==> config.mk <==
export PLATFORM = sky130hd
export DESIGN_NAME = cond_unit_it_flat
export DESIGN_NICKNAME = d
export VERILOG_FILES = /design/src/rtl/cond_unit_it_pkg.sv /design/src/rtl/cond_unit_it_if.sv /design/src/rtl/cond_unit_it_tracker.sv /design/src/rtl/cond_unit_it.sv /design/src/flat_wrapper.sv
export SDC_FILE = /design/constraint.sdc
export NUM_CORES = 1
export LEC_CHECK = 0
export ABC_CLOCK_PERIOD_IN_PS = 4720
export CAP_MARGIN = 20
export CORE_MARGIN = 5
export CORE_UTILIZATION = 46
export DETAILED_ROUTE_END_ITERATION = 10
export GPL_TIMING_DRIVEN = 1
export HOLD_SLACK_MARGIN = 0.02
export PLACE_DENSITY = 0.82
export SLEW_MARGIN = 20
export SYNTH_ARGS = -nofsm -noshare
export SYNTH_HDL_FRONTEND = slang
export SYNTH_HIERARCHICAL = 1
export SYNTH_SLANG_ARGS = --single-unit
==> constraint.sdc <==
create_clock -name clk -period 4.72 [get_ports clk]
set_input_delay 0.708 -clock clk [delete_from_list [all_inputs] [get_ports clk]]
set_output_delay 0.708 -clock clk [all_outputs]
set_load 0.01 [all_outputs]
==> src/rtl/cond_unit_it_pkg.sv <==
// Shared definitions for the conditional-execution unit: condition codes,
// flag bit positions, IT tracker states and the condition evaluator.
package cond_pkg;

    typedef enum logic [3:0] {
        EQ = 4'b0000, NE = 4'b0001, CS = 4'b0010, CC = 4'b0011,
        MI = 4'b0100, PL = 4'b0101, VS = 4'b0110, VC = 4'b0111,
        HI = 4'b1000, LS = 4'b1001, GE = 4'b1010, LT = 4'b1011,
        GT = 4'b1100, LE = 4'b1101, AL = 4'b1110, NV = 4'b1111
    } cond_e;

    // Bit positions inside the {N,Z,C,V} flag vector.
    localparam int N = 3;
    localparam int Z = 2;
    localparam int C = 1;
    localparam int V = 0;

    typedef enum logic {
        IT_IDLE   = 1'b0,
        IT_ACTIVE = 1'b1
    } it_state_e;

    // Evaluates a condition code against a flag vector; NV never passes.
    function automatic logic cond_check(cond_e c, logic [3:0] f);
        logic res;
        res = 1'b0;
        case (c)
            EQ: res = f[Z];
            NE: res = ~f[Z];
            CS: res = f[C];
            CC: res = ~f[C];
            MI: res = f[N];
            PL: res = ~f[N];
            VS: res = f[V];
            VC: res = ~f[V];
            HI: res = f[C] & ~f[Z];
            LS: res = ~f[C] | f[Z];
            GE: res = (f[N] == f[V]);
            LT: res = (f[N] != f[V]);
            GT: res = ~f[Z] & (f[N] == f[V]);
            LE: res = f[Z] | (f[N] != f[V]);
            AL: res = 1'b1;
            NV: res = 1'b0;
            default: res = 1'b0;
        endcase
        return res;
    endfunction

endpackage

==> src/rtl/cond_unit_it_if.sv <==
// Decoder/datapath-facing bundle of the conditional-execution unit.
interface cond_unit_it_if #(
    parameter int MAX_BLOCK = 4
);
    localparam int LEN_W = $clog2(MAX_BLOCK + 1);

    logic                 instr_valid;
    logic                 stall;
    logic                 flush;
    logic [3:0]           cond;
    logic                 it_start;
    logic [3:0]           it_cond;
    logic [LEN_W-1:0]     it_len;
    logic [MAX_BLOCK-1:0] it_te;
    logic [3:0]           alu_flags;
    logic [1:0]           flag_w;
    logic                 pcs;
    logic                 reg_w;
    logic                 mem_w;

    logic                 pc_src;
    logic                 reg_write;
    logic                 mem_write;
    logic                 cond_ex;
    logic [3:0]           flags;
    logic                 it_active;
    logic [LEN_W-1:0]     it_remaining;
    logic                 it_err;

    modport master (
        output instr_valid, stall, flush, cond, it_start, it_cond, it_len, it_te,
               alu_flags, flag_w, pcs, reg_w, mem_w,
        input  pc_src, reg_write, mem_write, cond_ex, flags, it_active,
               it_remaining, it_err
    );

    modport slave (
        input  instr_valid, stall, flush, cond, it_start, it_cond, it_len, it_te,
               alu_flags, flag_w, pcs, reg_w, mem_w,
        output pc_src, reg_write, mem_write, cond_ex, flags, it_active,
               it_remaining, it_err
    );
endinterface

==> src/rtl/cond_unit_it_tracker.sv <==
// IT-block tracker: latches the base condition and then/else mask of an IT
// instruction and walks through its slots, reporting which condition source
// the current instruction must use.
module it_tracker
    import cond_pkg::*;
#(
    parameter int MAX_BLOCK = 4
) (
    input  logic                                 clk,
    input  logic                                 rst,
    input  logic                                 go,
    input  logic                                 flush,
    input  logic                                 it_start,
    input  logic [3:0]                           it_cond,
    input  logic [$clog2(MAX_BLOCK+1)-1:0]       it_len,
    input  logic [MAX_BLOCK-1:0]                 it_te,
    input  logic                                 branch,
    output logic                                 it_active,
    output logic                                 use_else,
    output logic [3:0]                           base_cond,
    output logic [$clog2(MAX_BLOCK+1)-1:0]       it_remaining,
    output logic                                 it_err
);
    localparam int LEN_W = $clog2(MAX_BLOCK + 1);
    localparam int IDX_W = (MAX_BLOCK > 1) ? $clog2(MAX_BLOCK) : 1;

    it_state_e            state_q, state_d;
    logic [3:0]           cond_q, cond_d;
    logic [MAX_BLOCK-1:0] te_q, te_d;
    logic [IDX_W-1:0]     idx_q, idx_d;
    logic [LEN_W-1:0]     rem_q, rem_d;
    logic                 err_q, err_d;
    logic                 len_ok;

    assign len_ok = (it_len != '0) && (it_len <= LEN_W'(MAX_BLOCK));

    // State register and latched block context.
    always_ff @(posedge clk) begin
        // NOTE: non-blocking assignments keep every register sampling the
        // pre-edge values, so ordering inside this block does not matter.
        if (rst) begin
            // NOTE: the latched condition and mask are reset too; they are a
            // handful of flops, not a memory, and keeping them defined avoids
            // X on eff_cond selection paths.
            state_q <= IT_IDLE;
            cond_q  <= '0;
            te_q    <= '0;
            idx_q   <= '0;
            rem_q   <= '0;
            err_q   <= 1'b0;
        end else begin
            state_q <= state_d;
            cond_q  <= cond_d;
            te_q    <= te_d;
            idx_q   <= idx_d;
            rem_q   <= rem_d;
            err_q   <= err_d;
        end
    end

    // Next-state logic: load on IT, consume a slot per issued instruction,
    // abort on branch, nested IT or flush.
    always_comb begin
        // NOTE: every target gets a default first so no path leaves a value
        // unassigned, which would otherwise infer a latch.
        state_d = state_q;
        cond_d  = cond_q;
        te_d    = te_q;
        idx_d   = idx_q;
        rem_d   = rem_q;
        err_d   = 1'b0;

        case (state_q)
            IT_IDLE: begin
                if (go && it_start) begin
                    if (len_ok) begin
                        state_d = IT_ACTIVE;
                        cond_d  = it_cond;
                        te_d    = it_te | MAX_BLOCK'(1);
                        idx_d   = '0;
                        rem_d   = it_len;
                    end else begin
                        err_d = 1'b1;
                    end
                end
            end
            IT_ACTIVE: begin
                if (go) begin
                    if (it_start) begin
                        err_d   = 1'b1;
                        state_d = IT_IDLE;
                        rem_d   = '0;
                    end else begin
                        idx_d = idx_q + 1'b1;
                        rem_d = rem_q - 1'b1;
                        if (rem_q == LEN_W'(1) || branch) begin
                            state_d = IT_IDLE;
                            rem_d   = '0;
                        end
                    end
                end
            end
            default: begin
                state_d = IT_IDLE;
                rem_d   = '0;
            end
        endcase

        if (flush) begin
            state_d = IT_IDLE;
            rem_d   = '0;
        end
    end

    assign it_active    = (state_q == IT_ACTIVE);
    assign use_else     = ~te_q[idx_q];
    assign base_cond    = cond_q;
    assign it_remaining = rem_q;
    assign it_err       = err_q;

endmodule

==> src/rtl/cond_unit_it.sv <==
// Conditional-execution unit: holds NZCV, evaluates the effective condition
// (plain or IT-predicated) and gates the decoder's write requests.
module cond_unit_it
    import cond_pkg::*;
#(
    parameter int MAX_BLOCK = 4
) (
    input logic           clk,
    input logic           rst,
    cond_unit_it_if.slave bus
);
    localparam int LEN_W = $clog2(MAX_BLOCK + 1);

    logic             go;
    logic             it_active;
    logic             use_else;
    logic [3:0]       base_cond;
    logic [3:0]       eff_cond;
    logic             cond_ex;
    logic             pc_src;
    logic [3:0]       flags_q;
    logic [LEN_W-1:0] it_remaining;
    logic             it_err;

    assign go = bus.instr_valid & ~bus.stall & ~rst;

    it_tracker #(
        .MAX_BLOCK(MAX_BLOCK)
    ) u_tracker (
        .clk         (clk),
        .rst         (rst),
        .go          (go),
        .flush       (bus.flush),
        .it_start    (bus.it_start),
        .it_cond     (bus.it_cond),
        .it_len      (bus.it_len),
        .it_te       (bus.it_te),
        .branch      (pc_src),
        .it_active   (it_active),
        .use_else    (use_else),
        .base_cond   (base_cond),
        .it_remaining(it_remaining),
        .it_err      (it_err)
    );

    // Pick the condition source: instruction field outside a block, base
    // condition (or its inverse for else slots) inside one.
    always_comb begin
        eff_cond = bus.cond;
        if (it_active) begin
            eff_cond = use_else ? {base_cond[3:1], ~base_cond[0]} : base_cond;
        end
    end

    // IT instructions themselves never pass, so they cannot write anything.
    assign cond_ex = bus.instr_valid & ~rst & ~bus.it_start &
                     cond_check(cond_e'(eff_cond), flags_q);
    assign pc_src  = go & cond_ex & bus.pcs;

    // Architectural flags: N,Z and C,V update independently on a passing issue.
    always_ff @(posedge clk) begin
        if (rst) begin
            flags_q <= '0;
        end else if (go && cond_ex) begin
            if (bus.flag_w[1]) begin
                flags_q[N] <= bus.alu_flags[N];
                flags_q[Z] <= bus.alu_flags[Z];
            end
            if (bus.flag_w[0]) begin
                flags_q[C] <= bus.alu_flags[C];
                flags_q[V] <= bus.alu_flags[V];
            end
        end
    end

    assign bus.pc_src       = pc_src;
    assign bus.reg_write    = go & cond_ex & bus.reg_w;
    assign bus.mem_write    = go & cond_ex & bus.mem_w;
    assign bus.cond_ex      = cond_ex;
    assign bus.flags        = flags_q;
    assign bus.it_active    = it_active;
    assign bus.it_remaining = it_remaining;
    assign bus.it_err       = it_err;

endmodule

==> src/flat_wrapper.sv <==
// flat-port wrapper written by rule: the top's interface ports become plain ports
module cond_unit_it_flat import cond_pkg::*;
#(
    parameter int MAX_BLOCK = 4
)
  (clk, rst, bus_instr_valid, bus_stall, bus_flush, bus_cond, bus_it_start, bus_it_cond, bus_it_len, bus_it_te, bus_alu_flags, bus_flag_w, bus_pcs, bus_reg_w, bus_mem_w, bus_pc_src, bus_reg_write, bus_mem_write, bus_cond_ex, bus_flags, bus_it_active, bus_it_remaining, bus_it_err);
  cond_unit_it_if #(.MAX_BLOCK(MAX_BLOCK)) bus_i ();
  input logic clk;
  input logic rst;
  input wire logic [$bits(bus_i.instr_valid)-1:0] bus_instr_valid;
  input wire logic [$bits(bus_i.stall)-1:0] bus_stall;
  input wire logic [$bits(bus_i.flush)-1:0] bus_flush;
  input wire logic [$bits(bus_i.cond)-1:0] bus_cond;
  input wire logic [$bits(bus_i.it_start)-1:0] bus_it_start;
  input wire logic [$bits(bus_i.it_cond)-1:0] bus_it_cond;
  input wire logic [$bits(bus_i.it_len)-1:0] bus_it_len;
  input wire logic [$bits(bus_i.it_te)-1:0] bus_it_te;
  input wire logic [$bits(bus_i.alu_flags)-1:0] bus_alu_flags;
  input wire logic [$bits(bus_i.flag_w)-1:0] bus_flag_w;
  input wire logic [$bits(bus_i.pcs)-1:0] bus_pcs;
  input wire logic [$bits(bus_i.reg_w)-1:0] bus_reg_w;
  input wire logic [$bits(bus_i.mem_w)-1:0] bus_mem_w;
  output wire logic [$bits(bus_i.pc_src)-1:0] bus_pc_src;
  output wire logic [$bits(bus_i.reg_write)-1:0] bus_reg_write;
  output wire logic [$bits(bus_i.mem_write)-1:0] bus_mem_write;
  output wire logic [$bits(bus_i.cond_ex)-1:0] bus_cond_ex;
  output wire logic [$bits(bus_i.flags)-1:0] bus_flags;
  output wire logic [$bits(bus_i.it_active)-1:0] bus_it_active;
  output wire logic [$bits(bus_i.it_remaining)-1:0] bus_it_remaining;
  output wire logic [$bits(bus_i.it_err)-1:0] bus_it_err;
  assign bus_i.instr_valid = bus_instr_valid;
  assign bus_i.stall = bus_stall;
  assign bus_i.flush = bus_flush;
  assign bus_i.cond = bus_cond;
  assign bus_i.it_start = bus_it_start;
  assign bus_i.it_cond = bus_it_cond;
  assign bus_i.it_len = bus_it_len;
  assign bus_i.it_te = bus_it_te;
  assign bus_i.alu_flags = bus_alu_flags;
  assign bus_i.flag_w = bus_flag_w;
  assign bus_i.pcs = bus_pcs;
  assign bus_i.reg_w = bus_reg_w;
  assign bus_i.mem_w = bus_mem_w;
  assign bus_pc_src = bus_i.pc_src;
  assign bus_reg_write = bus_i.reg_write;
  assign bus_mem_write = bus_i.mem_write;
  assign bus_cond_ex = bus_i.cond_ex;
  assign bus_flags = bus_i.flags;
  assign bus_it_active = bus_i.it_active;
  assign bus_it_remaining = bus_i.it_remaining;
  assign bus_it_err = bus_i.it_err;
  cond_unit_it #(.MAX_BLOCK(MAX_BLOCK)) u_core (.clk(clk), .rst(rst), .bus(bus_i));
endmodule
## After elaboration in Yosys (flattened, before gate mapping)

Index checks and enable logic that the tools add are counted.

| word-level totals | value |
|---|---|
| register bits | 19 |
| bits in read-only memories | 0 |
| word-level logic and storage cells | 95 |
| bits in writable memories | 0 |
| memories | 0 |
| latch bits | 0 |
| output and inout bits | 13 |

| cells by class | value |
|---|---|
| multipliers | 0 |
| multiplexer cells | 27 |
| equal/unequal tests | 22 |
| add/subtract/negate cells | 2 |
| shifts and indexed selects | 0 |
| reduce and logical (&&, ||, !) cells | 12 |
| order comparisons | 2 |
| divide/modulo/power cells | 0 |
| bitwise gates (word level) | 22 |

Operators with widths:

| operator | count |
|---|---|
| 4-bit equality test (second input constant) | 8 |
| 4-bit by 3-bit equality test with 1-bit output (second input constant) | 4 |
| 1-bit case mux with 16 select lines | 1 |
| 3-bit two-way mux | 5 |
| 1-bit bitwise AND | 11 |
| 1-bit two-way mux | 11 |
| 1-bit NOT | 9 |
| 4-bit by 2-bit equality test with 1-bit output (second input constant) | 2 |
| 2-bit two-way mux | 4 |
| 2-bit != test (second input constant) | 3 |
| 3-bit case mux with 2 select lines | 1 |
| 3-bit AND reduction | 2 |
| 4-bit by 1-bit equality test with 1-bit output (second input constant) | 1 |
| 4-bit zero test | 1 |
| 4-bit two-way mux | 1 |
| 1-bit case mux with 2 select lines | 2 |
| 2-bit case mux with 2 select lines | 1 |
| 2-bit AND reduction | 2 |
| 4-bit AND reduction | 1 |
| 3-bit by 1-bit equality test with 1-bit output (second input constant) | 1 |
| 3-bit less-or-equal comparator (second input constant) | 1 |
| 1-bit logical AND | 3 |
| 2-bit by 3-bit less-than comparator with 1-bit output (second input constant) | 1 |
| 3-bit nonzero test | 1 |
| 9 further kinds | 10 |

## Depth between registers and ports, before layout

Gate-level depths: netlist of run 1.

| logic depth | value |
|---|---|
| word-level depth | 14 |
| gate-level depth with buffers | 12 |

## Cells and area by module

Netlist of run 1, hierarchy kept.

Modules (own cells, without submodules):

| module | cells an instance | area an instance (sq um) | seq. area each (sq um) | instances |
|---|---|---|---|---|
| it_tracker | 78 | 749.5 | 300.3 | 1 |
| cond_unit_it | 74 | 579.3 | 80.1 | 1 |

## Worst setup path after synthesis of run 1

Ideal clock, no wire load.

| timing | value |
|---|---|
| kind | input-to-reg |
| from | in bus_cond[3] |
| to | reg u_core.u_tracker.rem_q[0] (netlist: u_core/u_tracker/it_remaining[0]) |
| path slack | 1674 ps |
| buffers on the path | 0 |
| stages on the path | 10 |
| arrival time | 2943 ps |
| cells stage by stage | mux2_2 > a2bb2oi_1 > a2111oi_2 > o221ai_2 > nor2_1 > nor2_1 > or3b_4 > o32ai_2 > nor2_1 > a2111oi_2 |

| on the way | value |
|---|---|
| word-level cells in the longest chain between the ends | 11 |
| elaborated cells on any way between the ends | 26 |
| classes of those cells | eq/ne (15); mux (6); bitwise (3); reduce/logical (2) |

RTL lines:

| element | RTL line | text |
|---|---|---|
| start: declaration | flat_wrapper.sv:13 | `input wire logic [$bits(bus_i.cond)-1:0] bus_cond;` |
| 4-bit two-way mux (*) | cond_unit_it.sv:50 | `if (it_active) begin` |
| 4-bit equality test (tied with other cells) | cond_unit_it_pkg.sv:27 | `case (c)` |
| 1-bit case mux with 16 select lines (*) | cond_unit_it_pkg.sv:27 |  |
| 1-bit bitwise AND (*) | cond_unit_it.sv:56 | `assign cond_ex = bus.instr_valid & ~rst & ~bus.it_start &` |
| 1-bit bitwise AND (*) (2 in series) | cond_unit_it.sv:58 | `assign pc_src = go & cond_ex & bus.pcs;` |
| named net bus_pc_src | flat_wrapper.sv:23 | `output wire logic [$bits(bus_i.pc_src)-1:0] bus_pc_src;` |
| 1-bit logical OR (*) | cond_unit_it_tracker.sv:96 | `if (rem_q == LEN_W'(1) \|\| branch) begin` |
| 3-bit two-way mux (*) | cond_unit_it_tracker.sv:96 |  |
| 3-bit two-way mux (*) | cond_unit_it_tracker.sv:89 | `if (it_start) begin` |
| 3-bit two-way mux (*) | cond_unit_it_tracker.sv:88 | `if (go) begin` |
| 3-bit case mux with 2 select lines (*) | cond_unit_it_tracker.sv:73 | `case (state_q)` |
| end signal: assignment | cond_unit_it_tracker.sv:56 | `rem_q <= rem_d;` |
| end: declaration | cond_unit_it_tracker.sv:31 | `logic [LEN_W-1:0] rem_q, rem_d;` |

Mark *: on every way through the listed nets, which the timed path passes. The rest lies on a longest branch. The select of a mux whose other input is x is not followed.
A chain may end at the register's enable or synchronous reset.

## Worst setup path in the final report of run 1

| timing | value |
|---|---|
| from | reg u_core.u_tracker.state_q (netlist: u_core/u_tracker/it_active) |
| to | out bus_pc_src |

| on the way | value |
|---|---|
| word-level cells in the longest chain between the ends | 6 |
| elaborated cells on any way between the ends | 21 |
| classes of those cells | eq/ne (15); mux (2); bitwise (3); reduce/logical (1) |

RTL lines:

| element | RTL line | text |
|---|---|---|
| start: declaration | cond_unit_it_tracker.sv:27 | `it_state_e state_q, state_d;` |
| start signal: assignment | cond_unit_it_tracker.sv:52 | `state_q <= state_d;` |
| 4-bit two-way mux (*) | cond_unit_it.sv:50 |  |
| 4-bit equality test (tied with other cells) | cond_unit_it_pkg.sv:27 |  |
| 1-bit case mux with 16 select lines (*) | cond_unit_it_pkg.sv:27 |  |
| 1-bit bitwise AND (*) | cond_unit_it.sv:56 |  |
| 1-bit bitwise AND (*) (2 in series) | cond_unit_it.sv:58 |  |
| end: declaration | flat_wrapper.sv:23 |  |

Every way passes the cells marked *; elsewhere a longest branch is shown, timed or not.

==> results of run 1 <==
critical path, cell delays in order (launching register included):
cell and delay, ns:
dfxtp_1 0.89, mux2_2 0.45, a2bb2oi_1 0.15, a2111oi_2 0.41, o221ai_2 0.21, nor2_1 0.25
nor2_1 0.12, clkdlybuf4s50_1 0.50
routing by layer:
| metal | vias up | GRT usage |
|---|---|---|
| met5 | - | 0 |
| met4 | 0 | 0.0234 |
| met3 | 2 | 0.0490 |
| met2 | 33 | 0.287 |
| met1 | 608 | 0.198 |
| li1 | 645 | - |
synthesized netlist by cell type, drive strengths merged, types with 2 or more instances:
cell type  instances  area, µm²
nor2              22       82.6
dfxtp             19        380
mux2i             14        140
nand2b            11       68.8
inv                8       30.0
nand3              6       30.0
nor3               6       30.0
a21oi              5       25.0
nand2              5       18.8
xnor2              4       35.0
a2111oi            3       45.0
buf                3       27.5
nand3b             3       22.5
nor2b              3       18.8
o21ai              3       15.0
o32ai              3       41.3
or3b               3       28.8
a22o               2       17.5
ha                 2       25.0
mux2               2       22.5
nor3b              2       15.0
o2111ai            2       30.0
or3                2       12.5
per-stage QoR:
stage          setup WS (ns)  utilization  power, mW  cells  hold WS [ns]
3_3_place_gp           0.922        0.641      0.237    222         0.451
2_1_floorplan           1.67            -      0.201    152         0.436
4_1_cts                0.752        0.652      0.326    226         0.504
3_5_place_dp           0.862        0.641      0.239    222         0.475
5_1_grt                0.533        0.652      0.339    226         0.538
6_report               0.742        0.652      0.322    226         0.507
final cells by class:
class,count,area [µm²]
Fill cell,252,960
Sequential cell,19,380
Clock buffer,3,22.5
Inverter,8,30.0
Multi-Input combinational cell,121,893
Clock inverter,1,7.51
Tap cell,31,38.8
Timing Repair Buffer,43,425
where the power goes:
group	internal [mW]	switching [mW]	total [mW]
clock network	0.0323	0.0537	0.0859
logic	0.0401	0.0317	0.0718
registers	0.162	0.00224	0.164
registers in the layout (all words and copies together) (netlist names):
name,flops
u_core/u_tracker/te_q,4
u_core/u_tracker/it_remaining,3
u_core/u_tracker/it_active,1
u_core/u_tracker/it_err,1
u_core/bus.flags,4
u_core/u_tracker/idx_q,2
u_core/u_tracker/base_cond,4
kinds of logic (layout without fill, tap and decap cells):
| kind of cell | count (synthesis) | after routing | share of synthesized area |
|---|---|---|---|
| buffers and inverters | 12 | 55 | 0.0461 |
| adders and majority gates | 2 | 2 | 0.0188 |
| DFF | 19 | 19 | 0.286 |
| muxes | 17 | 17 | 0.139 |
| AOI/OAI and AO/OA | 30 | 30 | 0.210 |
| xor gates and xnor gates | 5 | 5 | 0.0330 |
| and+or+nand+nor | 67 | 67 | 0.266 |
worst min path at each step:
stage | start | endpoint | slack [ns] | cells after the start
after global routing | u_core/u_tracker/te_q[0] | u_core/u_tracker/te_q[0] | 0.54 | 2
after CTS | u_core/u_tracker/te_q[0] | u_core/u_tracker/te_q[0] | 0.50 | 2
after detailed placement | u_core/u_tracker/te_q[0] | u_core/u_tracker/te_q[0] | 0.47 | 2
after floorplan | u_core/u_tracker/te_q[0] | u_core/u_tracker/te_q[0] | 0.44 | 2
final | u_core/u_tracker/te_q[3] | u_core/u_tracker/te_q[3] | 0.51 | 2
after global placement | u_core/u_tracker/te_q[0] | u_core/u_tracker/te_q[0] | 0.45 | 2
==> flow_summary_export.csv, run 1 <==
group,metric,value,unit
global_routing,grt.total_usage,0.162,
drt,wl_per_cell,14.8,µm
timing,slew-limit-headroom,0.437,
critical_path,cp.required,4.01,ns
outcome,status,"complete, no violations",
layout,final_common_cell,"clkdlybuf4s50_1",
synth,ys_dominant_reg_cell,"dfxtp_1",
critical_path,r2r_setup_slack,1.14,ns
drt,drc,0,
floorplanning,fp.dieW,63.7,µm
drt,wl,3.36,mm
drt,vias,1288,
drt,post_drt_via_cell_ratio,5.70,
clocking,cts_setup_buffers,0,
pwr,ir_drop,181,µV
critical_path,worstSetupPathType,"reg -> out",
synth,ys_async_sr_fraction,0,
critical_path,reg2reg_to,"u_core/u_tracker/it_remaining[0]",
clocking,cts.repair.resized,0,
synth,ys_ff_latch,19,
timing,post-route-min-period,3.98,ns
layout,mostFrequentLayoutCells,"41 x clkdlybuf4s50_1, 22 x nor2_1, 19 x dfxtp_1, 14 x mux2i_1, 11 x nand2b_1",
floorplanning,die_area,4060,µm²
global_routing,grt_start_max_net_pins,26,
layout,drive_above_1_share,0.108,
timing,hold_viol,0,
placement,gp_congestion,0.889,
critical_path,critPathCapture,"bus_pc_src",
critical_path,rr_startpoint,"u_core/u_tracker/it_active",
clocking,cts_sinks,19,
synth,synth_edf_count,0,
clocking,insertion_delay,0.30,ns
timing,finalCritPeriodShare,0.843,
clocking,cts_tree,"done",
critical_path,arrival,3.27,ns
clocking,path_clk_slew,0.12,ns
floorplanning,fp.dieH,63.7,µm
timing,worst_pin_slew,0.843,ns
floorplanning,core_area,2760,µm²
global_routing,grt-ovfl-total,0,
critical_path,path_max_fanout,25,
clocking,hold_buffers,0,
critical_path,crit_path_end_kind,"output pin",
synth,syn_avg_cell_area,8.74,µm²
timing,slew_violations,0,
synth,yosysWarnings,6,
clocking,root_buffer,"clkbuf_4",
pwr,leakage,0.640,nW
drt,drt-initial-drc-count,55,
drt,dr_wl_met3,195,µm
timing,grt_setup_unrepaired,"false",
floorplanning,initial_utilization,0.482,
layout,nNetsFinal,228,
layout,area.growth.synth_to_final,35.3,%
layout,final_area,1800,µm²
synth,syn-num-nets,184,
timing,fmax,251,MHz
timing,finalSetupViolations,0,
floorplanning,row_count,19,
placement,dp_hpwl,2.67,mm
drt,ant_nets,0,
clocking,cts_buffers,3,
critical_path,worstRegToRegCells,10,
critical_path,cp-start-kind,"flip-flop",
placement,io_buffers,41,
timing,fin_tns_setup,0,ns
placement,placed_cell_area,1770,µm²
synth,syn_area,1330,µm²
drt,highest_layer,"met4",
global_routing,grt_pass1_wl,5.52,mm
drt,drt_pass1_iterations,4,
synth,netlist_instances,152,
timing,skew,0.00959,ns
clocking,clk_path_buf_depth,2,
critical_path,crit_start,"u_core/u_tracker/it_active",
pwr,p_per_area,179,nW/µm²
drt,wl_met1,1.36,mm
drt,wl_met2,1.78,mm
global_routing,antenna_found_initial,0,
global_routing,grt_pass1_vias,1200,
min_path,hold_path.class,"reg -> reg",
job,maxCapViolCount,0,
synth,ys_seq_area_frac,0.286,
synth,synth.distinct_cells,46,
layout,diodes,0,
floorplanning,ios,43,
clocking,htree_num_levels,1,
Power figures use the tool's default switching activity.
==> run 2, diff against run 1 <==
--- a/config.mk
+++ b/config.mk
@@ -5,14 +5,14 @@
 export SDC_FILE = /design/constraint.sdc
 export NUM_CORES = 1
 export LEC_CHECK = 0
-export ABC_CLOCK_PERIOD_IN_PS = 4720
+export ABC_CLOCK_PERIOD_IN_PS = 3500
 export CAP_MARGIN = 20
 export CORE_MARGIN = 5
-export CORE_UTILIZATION = 46
+export CORE_UTILIZATION = 41
 export DETAILED_ROUTE_END_ITERATION = 10
 export GPL_TIMING_DRIVEN = 1
 export HOLD_SLACK_MARGIN = 0.02
-export PLACE_DENSITY = 0.82
+export PLACE_DENSITY = 0.77
 export SLEW_MARGIN = 20
 export SYNTH_ARGS = -nofsm -noshare
 export SYNTH_HDL_FRONTEND = slang
==> constraint.sdc (replaced) <==
create_clock -name clk -period 3.5 [get_ports clk]
set_input_delay 0.525 -clock clk [delete_from_list [all_inputs] [get_ports clk]]
set_output_delay 0.525 -clock clk [all_outputs]
set_load 0.01 [all_outputs]
==> flow_summary_export.csv, run 2 (synthesis gave the netlist of run 1 again) <==
group,metric,value,unit
min_path,hold_path.class,"reg -> reg",
placement,gp_congestion,0.913,
global_routing,grt-ovfl-total,0,
critical_path,crit_path_end_kind,"output pin",
critical_path,rr_startpoint,"u_core/u_tracker/idx_q[1]",
layout,final_cells,248,
drt,wl,3.42,mm
global_routing,grt_pass1_wl,5.64,mm
pwr,leakage,0.726,nW
placement,io_buffers,41,
placement,placed_cell_area,1830,µm²
layout,final_core_util,0.617,
placement,place_inst,241,
layout,final_area,1900,µm²
clocking,root_buffer,"clkbuf_4",
critical_path,worstSetupPathType,"reg -> out",
critical_path,arrival,2.85,ns
floorplanning,fp.dieH,66.9,µm
global_routing,antenna_found_initial,0,
drt,drt_pass1_iterations,4,
pwr,ir_drop,142,µV
pwr,p_per_area,234,nW/µm²
clocking,htree_num_levels,1,
global_routing,grt_start_max_net_pins,24,
floorplanning,row_count,20,
clocking,cts_buffers,3,
floorplanning,die_area,4480,µm²
clocking,cts_tree,"done",
job,maxCapViolCount,0,
drt,drc,0,
floorplanning,ios,43,
drt,post_drt_via_cell_ratio,5.33,
timing,slew-limit-headroom,0.692,
clocking,insertion_delay,0.30,ns
placement,pre_cts_ws,0.0336,ns
placement,dp_hpwl,2.72,mm
floorplanning,core_area,3080,µm²
clocking,cts_sinks,19,
timing,skew,0.00722,ns
min_path,hold_path.startpoint,"u_core/u_tracker/te_q[0]",
critical_path,crit_start,"u_core/u_tracker/idx_q[1]",
layout,drive_above_1_share,0.172,
layout,area.growth.synth_to_final,42.9,%
floorplanning,fp.dieW,66.9,µm
drt,ant_nets,0,
drt,drt-initial-drc-count,56,
timing,finalSetupViolations,0,
timing,slew_violations,0,
global_routing,grt_pass1_vias,1264,
drt,vias,1323,
clocking,clk_path_buf_depth,2,
timing,worst_pin_slew,0.459,ns
timing,fin_hold_ws,0.488,ns
timing,fin_tns_setup,0,ns
critical_path,path_max_fanout,4,
layout,num-fill-cells,291,
timing,finalCritPeriodShare,0.964,
layout,diodes,0,
outcome,status,"complete, no violations",
floorplanning,initial_utilization,0.432,
layout,final_common_cell,"clkdlybuf4s50_1",
pwr,finalPower,444,µW
layout,mostFrequentLayoutCells,"38 x clkdlybuf4s50_1, 20 x nor2_1, 18 x dfxtp_1, 14 x mux2i_1",
critical_path,cp-start-kind,"flip-flop",
layout,nNetsFinal,237,
timing,fmax,296,MHz
drt,wl_per_cell,13.8,µm
timing,post-route-min-period,3.37,ns
timing,fin_ws,0.126,ns
clocking,path_clk_slew,0.12,ns
critical_path,cp.required,2.97,ns
timing,hold_viol,0,
global_routing,grt.total_usage,0.160,
-- run 2: cell type report --
cell class / count / area, µm² / area share
flip-flops and latches: 19 / 382 / 0.201
multi-input cells: 121 / 912 / 0.480
clock buffers: 3 / 22.5 / 0.0119
repair buffers: 52 / 493 / 0.260
clock inverters: 1 / 5.00 / 0.00264
inverters: 8 / 30.0 / 0.0158
well taps: 44 / 55.1 / 0.0290
-- run 2: power breakdown --
part | total [mW] | internal (mW) | switching (mW)
clock network | 0.115 | 0.0425 | 0.0729
registers | 0.221 | 0.219 | 0.00254
logic | 0.107 | 0.0610 | 0.0461
total | 0.444 | 0.322 | 0.122
-- run 2: path summary, 6_finish.rpt --
path | slack (ns) | to | cells after the start
setup / recovery | 0.13 | bus_reg_write | 9
hold / removal | 0.49 | u_core/u_tracker/te_q[0] | 2
hold reg to reg | 0.49 | u_core/u_tracker/te_q[0] | 2
setup reg to reg | 0.35 | u_core/u_tracker/it_remaining[0] | 12
-- run 2: critical path, stage by stage (launching register included) --
cell	delay (ns)
dfxtp_2	0.37
mux4_2	0.48
inv_1	0.10
xnor2_2	0.14
a21o_1	0.22
xnor2_1	0.15
mux2i_1	0.30
nor2_2	0.11
nor2_1	0.12
clkdlybuf4s50_1	0.55
-- run 2: what timing repair did --
action,4_1_cts,5_1_grt
setup buffers,1,2
hold buffers,0,0
endpoints found under the hold margin,0,0
endpoints found under the setup margin,2,3
pin swaps,1,1
resized for setup,3,5
-- run 2: routing by layer --
layer | global-route usage | vias up | share of wire
li1 | - | 657 | -
met1 | 0.203 | 634 | 0.46
met2 | 0.277 | 30 | 0.48
met3 | 0.0337 | 2 | 0.048
met4 | 0.0278 | 0 | 0.0053
met5 | 0 | - | 0
==> run 3, diff against run 2 <==
--- a/config.mk
+++ b/config.mk
@@ -9,6 +9,7 @@
 export CAP_MARGIN = 20
 export CORE_MARGIN = 5
 export CORE_UTILIZATION = 41
+export CTS_CLUSTER_SIZE = 14
 export DETAILED_ROUTE_END_ITERATION = 10
 export GPL_TIMING_DRIVEN = 1
 export HOLD_SLACK_MARGIN = 0.02
==> results of run 3 <==
Final layout, timing and power as in run 2 (identical DEF).
